**src/rtl/sms_gf_pkg.sv**
```systemverilog
// Shared GF(2^6) field constants and the power-engine FSM state encoding.
package sms_gf_pkg;
    localparam int         GF_M     = 6;
    localparam logic [6:0] GF_POLY  = 7'h43;
    localparam int         GF_EXP_W = 6;

    typedef enum logic [1:0] {
        IDLE = 2'd0,
        RUN  = 2'd1,
        DONE = 2'd2
    } state_t;
endpackage

```
**src/rtl/gf_mul.sv**
```systemverilog
// Combinational GF(2^M) multiplier: shift-and-add with on-the-fly reduction mod POLY.
// Zero latency; purely combinational, no flow control.
module gf_mul #(
    parameter int         M    = 6,
    parameter logic [M:0] POLY = 7'h43
) (
    input  logic [M-1:0] a,
    input  logic [M-1:0] b,
    output logic [M-1:0] p
);
    logic [M-1:0] sh;

    // sh walks a*z^i, reducing each time the z^M term appears
    always_comb begin
        p  = '0;
        sh = a;
        for (int i = 0; i < M; i++) begin
            if (b[i]) p = p ^ sh;
            sh = {sh[M-2:0], 1'b0} ^ (sh[M-1] ? POLY[M-1:0] : '0);
        end
    end
endmodule

```
**src/rtl/sms_power_engine.sv**
```systemverilog
// GF(2^M) exponentiation y = x^e by MSB-first square-and-multiply, one exponent bit per cycle.
// Latency EXP_W+1 cycles; with SMS_EXP_SKIP_EN leading zeros of e are skipped. Valid/ready on both sides.
module sms_power_engine
    import sms_gf_pkg::*;
#(
    parameter int         M     = GF_M,
    parameter logic [M:0] POLY  = GF_POLY,
    parameter int         EXP_W = GF_EXP_W
) (
    input  logic             clk,
    input  logic             rst,
    input  logic [M-1:0]     x,
    input  logic [EXP_W-1:0] e,
    input  logic             in_valid,
    output logic             in_ready,
    output logic [M-1:0]     y,
    output logic             out_valid,
    input  logic             out_ready
);
    localparam int CNT_W = (EXP_W > 1) ? $clog2(EXP_W) : 1;

    state_t           state, state_nxt;
    logic [M-1:0]     x_q, acc, acc_sq, acc_nxt, mul_op, y_q;
    logic [EXP_W-1:0] e_q;
    logic [CNT_W-1:0] cnt, cnt_load;
    logic             skip_all;

    gf_mul #(.M(M), .POLY(POLY)) u_sq  (.a(acc),    .b(acc),    .p(acc_sq));
    gf_mul #(.M(M), .POLY(POLY)) u_mul (.a(acc_sq), .b(mul_op), .p(acc_nxt));

    assign mul_op = e_q[cnt] ? x_q : M'(1);

`ifdef SMS_EXP_SKIP_EN
    function automatic logic [CNT_W-1:0] msb_idx(input logic [EXP_W-1:0] v);
        logic [CNT_W-1:0] r;
        r = '0;
        for (int i = 0; i < EXP_W; i++) begin
            if (v[i]) r = CNT_W'(i);
        end
        return r;
    endfunction

    assign cnt_load = msb_idx(e);
    assign skip_all = (e == '0);
`else
    assign cnt_load = CNT_W'(EXP_W - 1);
    assign skip_all = 1'b0;
`endif

    always_ff @(posedge clk) begin
        if (rst) state <= IDLE;
        else     state <= state_nxt;
    end

    always_comb begin
        state_nxt = state;
        in_ready  = 1'b0;
        out_valid = 1'b0;
        case (state)
            IDLE: begin
                in_ready = 1'b1;
                if (in_valid) state_nxt = skip_all ? DONE : RUN;
            end
            RUN: begin
                if (cnt == '0) state_nxt = DONE;
            end
            DONE: begin
                out_valid = 1'b1;
                if (out_ready) state_nxt = IDLE;
            end
            default: state_nxt = IDLE;
        endcase
    end

    // y is captured once at the end of RUN so it stays put through DONE and IDLE
    always_ff @(posedge clk) begin
        if (rst) begin
            x_q <= '0;
            e_q <= '0;
            acc <= '0;
            cnt <= '0;
            y_q <= '0;
        end else begin
            case (state)
                IDLE: begin
                    if (in_valid) begin
                        x_q <= x;
                        e_q <= e;
                        acc <= M'(1);
                        cnt <= cnt_load;
                        if (skip_all) y_q <= M'(1);
                    end
                end
                RUN: begin
                    acc <= acc_nxt;
                    if (cnt == '0) y_q <= acc_nxt;
                    else           cnt <= cnt - 1'b1;
                end
                default: ;
            endcase
        end
    end

    assign y = y_q;
endmodule

```
**config.mk**
```make
export PLATFORM = sky130hd
export DESIGN_NAME = sms_power_engine
export DESIGN_NICKNAME = d
export VERILOG_FILES = /design/src/rtl/sms_gf_pkg.sv /design/src/rtl/gf_mul.sv /design/src/rtl/sms_power_engine.sv
export SDC_FILE = /design/constraint.sdc
export NUM_CORES = 1
export LEC_CHECK = 0
export ABC_AREA = 0
export BUFFER_PORTS_ARGS = -buffer_cell sky130_fd_sc_hd__buf_2
export CORE_ASPECT_RATIO = 0.5
export CORE_MARGIN = 10
export CORE_UTILIZATION = 54
export DETAILED_ROUTE_END_ITERATION = 12
export PLACE_DENSITY = 0.85
export SYNTH_ARGS = -nofsm -noshare
export SYNTH_HDL_FRONTEND = slang
export SYNTH_SLANG_ARGS = --single-unit
```
**constraint.sdc**
```tcl
create_clock -name clk -period 3.05 [get_ports clk]
set_clock_uncertainty 0.05 [all_clocks]
set_input_delay 0.61 -clock clk [delete_from_list [all_inputs] [get_ports clk]]
set_output_delay 0.61 -clock clk [all_outputs]
set_load 0.01 [all_outputs]
```
Word-level counts from Yosys, hierarchy flattened

Cells that the tools add are included.

Register bits: 29
Bits in latches: 0
RAM bits: 0
Memory bits (read-only): 0
Input port bits: 16
Output and inout port bits: 8
Logic and storage cells: 78
Memories: 0

Add/sub/neg operators: 1
Multipliers: 0
Divide/modulo/power cells: 0
$lt $le $gt $ge: 1
Eq/ne operators: 6
Shift-type cells: 0
Multiplexer cells: 36
Bitwise logic cells: 20
Reduce and logical (&&, ||, !) cells: 8

Operators by type and width:

| operator                                                              | count |
|---|---|
| 6-bit bitwise XOR                                                     | 20 |
| 6-bit two-way mux                                                     | 14 |
| 2-bit two-way mux                                                     | 13 |
| 6-bit one-hot mux with 2 select lines                                 | 1 |
| 2-bit inequality test, second input constant                          | 4 |
| 3-bit two-way mux                                                     | 2 |
| 2-bit one-hot mux with 3 select lines                                 | 1 |
| 3-bit one-hot mux with 2 select lines                                 | 1 |
| 2-bit AND reduction                                                   | 3 |
| 3-bit AND reduction                                                   | 2 |
| 3-bit by 4-bit < comparator with 1-bit output, second input constant  | 1 |
| 1-bit binary-select mux with 3-bit select                             | 1 |
| 3-bit zero test                                                       | 1 |
| 1-bit two-way mux                                                     | 3 |
| 3-bit by 1-bit subtractor with 3-bit output, second input constant    | 1 |
| 2-bit by 1-bit equality test with 1-bit output, second input constant | 1 |
| 2-bit equality test, second input constant                            | 1 |
| 2-bit zero test                                                       | 1 |
| 2-bit nonzero test                                                    | 1 |

Longest topological paths before layout

Word-level depth: 25
Mapped depth: 10
Gate-level depth less buffers: 9

Modules after synthesis

Synthesis repeated with hierarchy kept, for this count alone.

Cell total of the unflattened synthesis: 289
Area total of the unflattened synthesis: 2304.7 sq um

By module, submodules not included:

| module           | times used | cells an instance | area each (sq um) | seq. area each (sq um) |
|---|---|---|---|---|
| sms_power_engine | 1          | 125               | 1206.2            | 580.6 |
| gf_mul           | 2          | 82                | 549.3             | 0.0 |

Worst setup path after synthesis

No wires, ideal clock.

Kind: reg2reg
Start: register acc[5]
End: register y_q[2] (netlist: y[2])
Library setup time: 91 ps
Data arrival time: 2742 ps
Data required time: 2909 ps
Slack: 168 ps
Cell stages (with the launch flop): 11
Path buffers: 1
Clock period less this slack: 2882 ps
Cells stage by stage: dfxtp_1 -> ha_1 -> buf_4 -> and4b_1 -> nor3_2 -> xor2_1 -> xnor2_1 -> o2111ai_1 -> xor3_1 -> or3_1 -> a311oi_1

Longest elaborated chain between the ends: 23
Elaborated cells on any way between the ends: 37
Those cells by class: mux (17); bitwise (20)

RTL lines:

| what                   | RTL line               | RTL |
|---|---|---|
| from (decl)            | sms_power_engine.sv:23 | `logic [M-1:0] x_q, acc, acc_sq, acc_nxt, mul_op, y_q;` |
| from (signal assigned) | sms_power_engine.sv:95 | `acc <= acc_nxt;` |
| 2-bit two-way mux      | gf_mul.sv:19           | `sh = {sh[M-2:0], 1'b0} ^ (sh[M-1] ? POLY[M-1:0] : '0);` |
| 6-bit bitwise XOR      | gf_mul.sv:19           |  |
| 6-bit bitwise XOR      | gf_mul.sv:18           | `if (b[i]) p = p ^ sh;` |
| 6-bit two-way mux      | gf_mul.sv:18           |  |
| 6-bit bitwise XOR      | gf_mul.sv:18           |  |
| 6-bit two-way mux      | gf_mul.sv:18           |  |
| 6-bit bitwise XOR      | gf_mul.sv:18           |  |
| 6-bit two-way mux      | gf_mul.sv:18           |  |
| (+7 left out)          | --                     |  |
| 6-bit bitwise XOR      | gf_mul.sv:18           |  |
| 6-bit two-way mux      | gf_mul.sv:18           |  |
| 6-bit bitwise XOR      | gf_mul.sv:18           |  |
| 6-bit two-way mux      | gf_mul.sv:18           |  |
| 6-bit bitwise XOR      | gf_mul.sv:18           |  |
| 6-bit two-way mux      | gf_mul.sv:18           |  |
| 6-bit bitwise XOR      | gf_mul.sv:18           |  |
| 6-bit two-way mux *    | gf_mul.sv:18           |  |
| to (signal assigned)   | sms_power_engine.sv:96 | `if (cnt == '0) y_q <= acc_nxt;` |
| to (decl)              | sms_power_engine.sv:23 |  |

Mark *: on every way between the ends. The rest lies on a longest branch, timed or not.
A chain may end at the register's enable or synchronous reset.

Worst setup path in the final report

Start: register acc[4]
End: register y_q[2] (netlist: y[2])

Longest elaborated chain between the ends: 22
Elaborated cells on any way between the ends: 37
Those cells by class: mux (17); bitwise (20)

RTL lines:

| what                                                   | RTL line |
|---|---|
| 6-bit bitwise XOR                                      | gf_mul.sv:19 |
| 2-bit two-way mux or 6-bit bitwise XOR (tied branches) | gf_mul.sv:19, gf_mul.sv:18 |
| 6-bit bitwise XOR or 6-bit two-way mux (tied branches) | gf_mul.sv:19, gf_mul.sv:18 |
| 6-bit bitwise XOR                                      | gf_mul.sv:18 |
| 6-bit two-way mux                                      | gf_mul.sv:18 |
| 6-bit bitwise XOR                                      | gf_mul.sv:18 |
| 6-bit two-way mux                                      | gf_mul.sv:18 |
| 6-bit bitwise XOR                                      | gf_mul.sv:18 |
| (+6 left out)                                          | -- |
| 6-bit bitwise XOR                                      | gf_mul.sv:18 |
| 6-bit two-way mux                                      | gf_mul.sv:18 |
| 6-bit bitwise XOR                                      | gf_mul.sv:18 |
| 6-bit two-way mux                                      | gf_mul.sv:18 |
| 6-bit bitwise XOR                                      | gf_mul.sv:18 |
| 6-bit two-way mux                                      | gf_mul.sv:18 |
| 6-bit bitwise XOR                                      | gf_mul.sv:18 |
| 6-bit two-way mux *                                    | gf_mul.sv:18 |

Marks and branches as above.

==> qor.txt <==
Run status -> completed
Max-Cap Viols -> 0
Clk pwr share -> 32.0%
Setup slack after layout -> 50.7 ps
Final hold vios -> 0
Number of CTS-inserted buffers -> 5
Post-CTS Hold Fix Bufs -> 0
Syn Area/Cell -> 7.75 µm²
Share of power burned in registers -> 41.9%
Yosys warning total -> 0
Post-route insts no fill -> 380
Busiest grt layer -> met2
Post-DRT Antenna Nets -> 0
CP Data Required Time -> 3180 ps
Die height -> 66.9 µm
GRT Overall Usage -> 15.6%
WS Path Type -> register to register
Post-synth top flop -> dfxtp_1
Peak supply drop -> 309 µV
Antenna Cells -> 0
Seq cells post-synth -> 29
Chip width -> 114 µm
Met1 Usage GRT -> 18.3%
Share of post-route cells with drive strength above 1 -> 19.3%
Initial core utilization -> 58.3%
Hpwl dp -> 4620 µm
Slew margin rel. -> 63.7%
Area grow syn2layout -> 11.9%
CTS tree -> built
# setup viols final -> 0
Slew @ Worst Pin -> 538 ps
DP Cell Count -> 372
Via-to-Cell Ratio -> 5.88
Crit-path max cell delay -> 600 ps
Leak pwr -> 1.02 nW
Wire per inst -> 15.9 µm
Worst Setup End Kind -> register
Most frequent cells in the layout -> nand2_1, nor2_1, dfxtp_1
Drt pass-1 iters -> 5
Final min period -> 3000 ps
Post-synthesis sequential area ratio -> 24.5%
Synth unique cells -> 60
First-pass GRT wire length -> 9600 µm
CP startpoint kind -> register
Largest net degree at the start of global routing -> 31
Fmax achieved -> 333 MHz
Most frequent CP cell -> nand2_1
Die Area -> 7600 µm²
Net Switching -> 0.000341 W
Tcrit/Tclk final -> 98.3%
Async S/R FF share, synth -> 0%
Root Buffer Master -> clkbuf_8
Met2 Track Usage GR -> 26.6%
CP max stage cell -> dfxtp_1
CTS Sinks -> 29
Nets@finish -> 344
Power Density -> 393 nW/µm²
Met3 GRT Util -> 5.36%
Clk_lat worst skew -> 280 ps
Grt total ovfl -> 0
WP data arrival -> 3130 ps
RSZ-0062 raised after global routing -> yes
Crit-path cells -> nor3b_1 > o41ai_1 > nand2_1 > nand2_1 > xor2_1 > xor3_1 > or3_1 > a311oi_1
EDFF count, synth -> 0
Total core area -> 4060 µm²
Clock buffer depth -> 2
Vias in the first global route -> 2065
Hold Crit Class -> register to register
Num rows -> 16
# IOs -> 24
Worst-path fanout max -> 13
Commonest non-fill, non-tap cell in the layout -> nand2_1
IO buf count -> 23
Internal cell power -> 0.000700 W
Final Slew Violations -> 0
Initial DRC count -> 232
Logic gate share of total power -> 26.0%
Dpl ws -> -55.0 ps
Final Wtd Congestion -> 1.02
H-tree depth -> 2
Post-CTS Setup Bufs -> 0
DRC -> 0
Detailed-route wire length -> 6030 µm
Worst-path clk slew -> 70 ps
Post-Synthesis Cells -> 306
Antenna violations before repair -> 0
Routed vias -> 2233
Pwr Total -> 0.00104 W
Post-Syn Nets -> 325
Sw frac -> 32.8%
Mapped Area -> 2370 µm²
[power by group through the flow]
stage,Clock [W],Combinational (W),Sequential (W)
3_5_place_dp,0,0.000255,0.000444
5_1_grt,0.000359,0.000301,0.000440
6_report,0.000333,0.000271,0.000437
4_1_cts,0.000337,0.000259,0.000436
3_3_place_gp,0,0.000243,0.000442
2_1_floorplan,0,0.000200,0.000434
[area by class of cell]
type                    instances  area [µm²]
fillers                       352        1410
repair buffers                 32         183
inverters                       8        30.0
multi-input cells             249        1700
flip-flops and latches         29         581
clock buffers                   6        82.6
well taps                      54        67.6
clock inverters                 2        13.8
[state kept, by name, indices dropped and copies added (netlist names)]
| name | count |
|---|---|
| acc | 6 |
| e_q | 6 |
| x_q | 6 |
| y | 6 |
| cnt | 3 |
| state | 2 |
[per-layer routing]
layer	routed length [µm]	part of all wire, %
met2	2820	47
met1	2640	44
met5	0	0
met4	42	0.70
met3	527	8.7
[kinds of logic (layout without fill, tap and decap cells)]
family | Yosys count | in the layout | share of synthesized area, %
buf+inv | 28 | 48 | 6.17
xor+xnor | 38 | 38 | 17.4
fa+ha+maj | 3 | 3 | 1.58
compound gates | 65 | 65 | 18.0
flops | 29 | 29 | 24.5
mux | 6 | 6 | 3.32
simple gates | 137 | 137 | 29.0
[critical path: cells and delay by family, from the launching register on]
kind	cells	cell delay, ps
compound gates	2	860
xor+xnor	2	640
flops	1	600
simple gates	4	750
[worst paths after layout]
kind	from	end	slack [ps]	cells after the start
max	acc[4]	y[2]	50	8
min	e_q[4]	e_q[4]	410	2
max reg2reg	acc[4]	y[2]	50	8
min reg2reg	e_q[4]	e_q[4]	410	2
[synthesized netlist by cell type (2+ instances only)]
| cell | instances | share of area, % |
|---|---|---|
| nand2_1 | 47 | 7.4 |
| dfxtp_1 | 29 | 24 |
| nor2_1 | 29 | 4.6 |
| a21oi_1 | 24 | 5.1 |
| xnor2_1 | 18 | 6.6 |
| xor2_1 | 14 | 5.2 |
| nor3b_1 | 9 | 2.8 |
| clkbuf_1 | 8 | 1.3 |
| inv_1 | 8 | 1.3 |
| nor2b_1 | 8 | 2.1 |
| nor3_1 | 8 | 1.7 |
| o21ai_0 | 8 | 1.7 |
| nand3_1 | 7 | 1.5 |
| buf_2 | 6 | 1.3 |
| a211oi_1 | 5 | 1.6 |
| buf_6 | 4 | 1.9 |
| nand2b_1 | 4 | 1.1 |
| a21o_1 | 3 | 0.95 |
| a22o_1 | 3 | 1.1 |
| and2_1 | 3 | 0.79 |
| and3_1 | 3 | 0.79 |
| ha_1 | 3 | 1.6 |
| mux2i_1 | 3 | 1.3 |
| nand3b_1 | 3 | 0.95 |
| o211ai_1 | 3 | 0.95 |
| xnor3_1 | 3 | 2.8 |
| a21boi_1 | 2 | 0.63 |
| a22oi_1 | 2 | 0.63 |
| nor3_2 | 2 | 0.84 |
| o21a_1 | 2 | 0.63 |
| o21ai_1 | 2 | 0.42 |
| o31ai_1 | 2 | 0.63 |
| o41ai_1 | 2 | 0.74 |
| or2_2 | 2 | 0.53 |
| or3_1 | 2 | 0.53 |
[through the flow]
stage               TNS (ps)  cell area, µm²  hold slack [ps]  utilization (%)
finish                     0            2650              409             65.3
global route           -19.7            2650              433             65.3
CTS                        0            2610              408             64.2
detailed placement     -55.0            2500              398             61.6
global placement           0            2500              392             61.6
floorplan                  0            2370              383                -
[repair_timing]
action                                  in CTS  in global routing
pin swaps                                    0                  2
endpoints found under the setup margin       1                  4
gates resized for setup                      2                  7
Power figures use the tool's default switching activity.
